### config.mk
export PLATFORM = sky130hd
export DESIGN_NAME = weighted_sum
export DESIGN_NICKNAME = d
export VERILOG_FILES = /design/src/rtl/machina_pkg.sv /design/src/rtl/sat_mul.sv /design/src/rtl/weighted_sum.sv
export SDC_FILE = /design/constraint.sdc
export NUM_CORES = 2
export LEC_CHECK = 0
export CORE_MARGIN = 4
export CORE_UTILIZATION = 30
export CTS_CLUSTER_DIAMETER = 200
export DETAILED_ROUTE_END_ITERATION = 8
export PLACE_DENSITY = 0.5
export SKIP_CTS_REPAIR_TIMING = 1
export SYNTH_ARGS = -nofsm -noshare
export SYNTH_HDL_FRONTEND = slang
export SYNTH_SLANG_ARGS = --single-unit
### constraint.sdc
create_clock -name clk -period 29.5 [get_ports clk]
set_input_delay 4.425 -clock clk [delete_from_list [all_inputs] [get_ports clk]]
set_output_delay 4.425 -clock clk [all_outputs]
set_load 0.01 [all_outputs]
### src/rtl/machina_pkg.sv
// machina_pkg: shared fixed-point types, FSM states and saturation helper
package machina_pkg;
  localparam int FRAC = 8;
  typedef logic signed [15:0] fixed_t;
  typedef logic [7:0] unit_t;
  typedef enum logic [2:0] {ARG, FWD, RES, ERR, BWD, FBK} state_t;
  function automatic fixed_t sat16(input logic signed [39:0] v);
    return v > 40'sd32767 ? 16'sh7fff : v < -40'sd32768 ? 16'sh8000 : fixed_t'(v[15:0]);
  endfunction
endpackage

### src/rtl/sat_mul.sv
// sat_mul: saturated Q8.8 product (a*b)>>>FRAC, b given as a 17-bit signed operand
module sat_mul
  import machina_pkg::*;
(
  input  fixed_t            a,
  input  logic signed [16:0] b,
  output fixed_t            y
);
  logic signed [32:0] p;
  assign p = 33'(a) * 33'(b);
  assign y = sat16(40'(p >>> FRAC));
endmodule

### src/rtl/weighted_sum.sv
// weighted_sum: trainable N-input neuron core, serial MAC forward and serial update backward
module weighted_sum
  import machina_pkg::*;
#(
  parameter int          N          = 4,
  parameter logic [15:0] W_INIT     = 16'h0100,
  parameter int          RATE_SHIFT = 4
) (
  input  logic             clk,
  input  logic             rst,
  input  logic             en,
  input  logic             arg_stb,
  output logic             arg_rdy,
  input  logic [8*N-1:0]   arg_dat,
  output logic             res_stb,
  input  logic             res_rdy,
  output fixed_t           res_dat,
  input  logic             err_stb,
  output logic             err_rdy,
  input  fixed_t           err_dat,
  output logic             fbk_stb,
  input  logic             fbk_rdy,
  output logic [16*N-1:0]  fbk_dat
);
  localparam int IW = N > 1 ? $clog2(N) : 1;
  localparam int AW = 16 + $clog2(N) + 1;
  state_t st, st_n;
  logic [IW-1:0] idx;
  logic last;
  unit_t x [N];
  fixed_t w [N];
  fixed_t fbk [N];
  fixed_t err_q, res_q, mul_y;
  logic signed [AW-1:0] acc, acc_n;
  logic signed [31:0] ew;
  assign last = idx == IW'(N - 1);
  assign acc_n = acc + AW'(mul_y);
  assign ew = 32'(err_q) * 32'(w[idx]);
  // one multiplier: w*x while summing, err*x while training
  sat_mul u_mul (
    .a(st == FWD ? w[idx] : err_q),
    .b({9'b0, x[idx]}),
    .y(mul_y)
  );
  assign arg_rdy = st == ARG;
  assign res_stb = st == RES;
  assign err_rdy = st == ERR;
  assign fbk_stb = st == FBK;
  assign res_dat = res_q;
  for (genvar i = 0; i < N; i++) begin : g_fbk
    assign fbk_dat[16*i+:16] = fbk[i];
  end
  always_ff @(posedge clk or posedge rst)
    if (rst) st <= ARG;
    else st <= st_n;
  always_comb begin
    st_n = st;
    case (st)
      ARG: st_n = arg_stb ? FWD : ARG;
      FWD: st_n = last ? RES : FWD;
      RES: st_n = res_rdy ? (en ? ERR : ARG) : RES;
      ERR: st_n = err_stb ? BWD : ERR;
      BWD: st_n = last ? FBK : BWD;
      FBK: st_n = fbk_rdy ? ARG : FBK;
      default: st_n = ARG;
    endcase
  end
  always_ff @(posedge clk or posedge rst)
    if (rst) begin
      idx <= '0;
      acc <= '0;
      res_q <= '0;
      err_q <= '0;
      for (int i = 0; i < N; i++) begin
        x[i] <= '0;
        w[i] <= W_INIT;
        fbk[i] <= '0;
      end
    end else begin
      if (st == ARG && arg_stb) begin
        for (int i = 0; i < N; i++) x[i] <= arg_dat[8*i+:8];
        acc <= '0;
      end
      if (st == FWD) begin
        acc <= acc_n;
        if (last) res_q <= sat16(40'(acc_n));
      end
      if (st == ERR && err_stb) err_q <= err_dat;
      // feedback uses the weight before this cycle's update
      if (st == BWD) begin
        fbk[idx] <= sat16(40'(ew >>> FRAC));
        if (en) w[idx] <= sat16(40'(w[idx]) + 40'(mul_y >>> RATE_SHIFT));
      end
      if (st == FWD || st == BWD) idx <= last ? '0 : idx + 1'b1;
    end
endmodule

==> out/results.txt <==
status = complete, no violations
vias per cell = 4.79
Slowest-stage cell, CP = nor2_1
post-synth cell types = 81
RSZ-0062 raised after global routing = false
routability cong. = 0.824
Seq cells post-synth = 216
crit path max fanout = 21
I/O Buffers = 138
fin nets = 3353
Data arrival, critical path = 11.33 ns
vias in the first global route = 19600
Final Critical Period = 10.91 ns
global-route usage over all layers = 15.8%
Mapped Avg Cell Area = 9.34 µm²
Chip Width = 298 µm
CTS Buffer Depth = 3
grt met2 use = 26.5%
Final Max Slew Viols = 0
Tcrit/Tclk final = 37.0%
CP startpoint kind = flop
first-pass GRT wire length = 113000 µm
drt pass-1 iters = 6
area share of the largest cell type after synthesis = 28.8%
die area = 0.0889 mm²
Setup CP Type = flop to flop
Final TNS setup = 0 ns
WL/cell = 17.8 µm
post-synth net total = 3289
DIE HEIGHT = 298 µm
sequential area share after synthesis = 21.4%
top post-synthesis cells by area = fa_1 (29%), dfrtp_1 (21%), ha_1 (8.1%), inv_1 (6.4%), nand2_1 (5.7%)
I/O Pins = 139
DRT Wirelength = 68900 µm
layout cells sized above 1 = 7.09%
starting density of the core = 30.2%
H-tree Lvls = 1
diode count = 0
area leader, netlist = fa_1
antenna-violating nets left = 0
CP Capture Type = flop
dpl hpwl = 53000 µm
CTS tree = yes
number of enable flip-flop cells after synthesis = 0
Max Cap Violations = 0
Remaining DRCs = 0
total gr overflow = 0
CTS Buf Count = 27
Post-Route Skew = 0.0153 ns
final hold viol count = 0
core footprint = 0.0836 mm²
synthesized area = 0.0253 mm²
initial detailed-routing violation count = 1032
WP data required = 29.91 ns
predominant post-synthesis flop cell = dfrtp_1
hold slack final = 0.476 ns
row count = 106
final setup fails = 0
initial antenna violation count = 0
Synth-to-Final Area Change = 13.2%
gr busiest metal = met2
Syn. warnings = 0
GR Util met3 = 1.30%
FFs w/ async S/R, synth = 100%
Vias = 18500
largest net degree at the start of global routing = 96
CTS clk-pin slew, worst paths = 0.07 ns
clk_lat worst skew = 0.59 ns
CP max stage delay = 0.83 ns
Root Buffer = clkbuf_16
Rel. slew slack = 24.2%
Max Freq = 91.6 MHz
Synth Instances = 2707
Worst Max-Slew Pin Slew = 1.14 ns
# clock sinks = 216
grt met1 use = 22.6%
min-delay worst type = flop to flop
[kinds of logic (layout without fill, tap and decap cells)]
logic type | Yosys count | in the layout | share of synthesized area, %
simple gates | 791 | 791 | 14.0
compound gates | 431 | 431 | 11.2
mux | 101 | 101 | 5.26
xor+xnor | 78 | 78 | 2.79
flops | 216 | 216 | 21.4
buf+inv | 563 | 647 | 8.49
fa+ha+maj | 527 | 527 | 36.9
[state kept, by name, summed over array words and instances, names as in the netlist]
name     cells
x           32
res_dat     16
w           64
fbk_dat     64
err_q       16
idx          2
acc         19
st           3
[through the flow]
| step | std cells | util (%) | worst slack [ns] | instance area (µm²) |
|---|---|---|---|---|
| 3_3_place_gp | 3822 | 33.2 | 18.86 | 27700 |
| 5_1_grt | 3871 | 34.2 | 17.65 | 28600 |
| 6_report | 3871 | 34.2 | 18.59 | 28600 |
| 2_1_floorplan | 2707 | - | 19.17 | 25300 |
| 4_1_cts | 3871 | 34.2 | 18.54 | 28600 |
| 3_5_place_dp | 3822 | 33.2 | 18.62 | 27700 |
[final timing paths]
kind | slack, ns | depth (start not counted) | from | endpoint
setup / recovery | 18.59 | 35 | idx[0] | w[49]
hold / removal | 0.48 | 2 | w[53] | w[53]
setup reg to reg | 18.59 | 35 | idx[0] | w[49]
hold reg to reg | 0.48 | 2 | w[53] | w[53]
max in group asynchronous | 22.93 | 4 | rst | acc[1]
min in group asynchronous | 4.34 | 2 | rst | fbk_dat[58]
[critical path, delay by kind of cell, from the launching register on]
| family | cells | cell delay, ns |
|---|---|---|
| and+or+nand+nor | 6 | 2.20 |
| adders and majority gates | 7 | 2.99 |
| DFF | 1 | 0.58 |
| buffers and inverters | 7 | 1.05 |
| AOI/OAI and AO/OA | 14 | 3.32 |
| muxes | 1 | 0.57 |
[metal layers]
layer  vias to the layer above  wire length (µm)  share of wire [%]
met5                         -                 0                  0
met4                         0              1440                2.1
met3                        75              2310                3.4
met2                       316             32900                 48
met1                      9409             32300                 47
li1                       8746                 -                  -
[cells in the final DEF, fill, tap and decap left out, types with 22 or more instances in the layout]
cell,n
xor2_1,23
xnor2_1,53
inv_1,429
o21ai_0,103
ha_1,163
fa_1,364
clkbuf_16,27
and2_1,108
clkdlybuf4s50_1,138
buf_4,29
a21o_1,37
mux2i_1,22
nor2_1,173
nand2_1,383
a21oi_1,136
nand2b_1,36
dfrtp_1,211
mux2_2,58
[cells in the mapped netlist (6+ instances only)]
cell,number
inv_1,430
nand2_1,383
fa_1,364
dfrtp_1,212
nor2_1,173
ha_1,163
a21oi_1,136
and2_1,109
o21ai_0,103
clkbuf_1,92
mux2_2,58
xnor2_1,53
a21o_1,37
nand2b_1,36
buf_1,31
xor2_1,23
mux2i_1,22
mux4_2,19
nand3_1,19
o211ai_1,19
nor3_1,18
o21ai_1,17
and3_1,15
o22ai_1,13
nor2b_1,10
a21oi_4,9
o21bai_1,9
a211oi_1,8
a311oi_1,8
o31ai_1,8
a31oi_1,7
nand4_1,7
o21a_1,7
a21oi_2,6
[layout make-up]
| type | instances | area (µm²) |
|---|---|---|
| Clock buffer | 36 | 779 |
| Clock inverter | 13 | 124 |
| Fill cell | 8605 | 54900 |
| Inverter | 431 | 1630 |
| Multi-Input combinational cell | 1928 | 17700 |
| Sequential cell | 216 | 5410 |
| Tap cell | 1080 | 1350 |
| Timing Repair Buffer | 167 | 1600 |
Power is left out: the tool's default activity adds up to more than one toggle a clock period on the data nets, which glitch-free logic cannot reach.
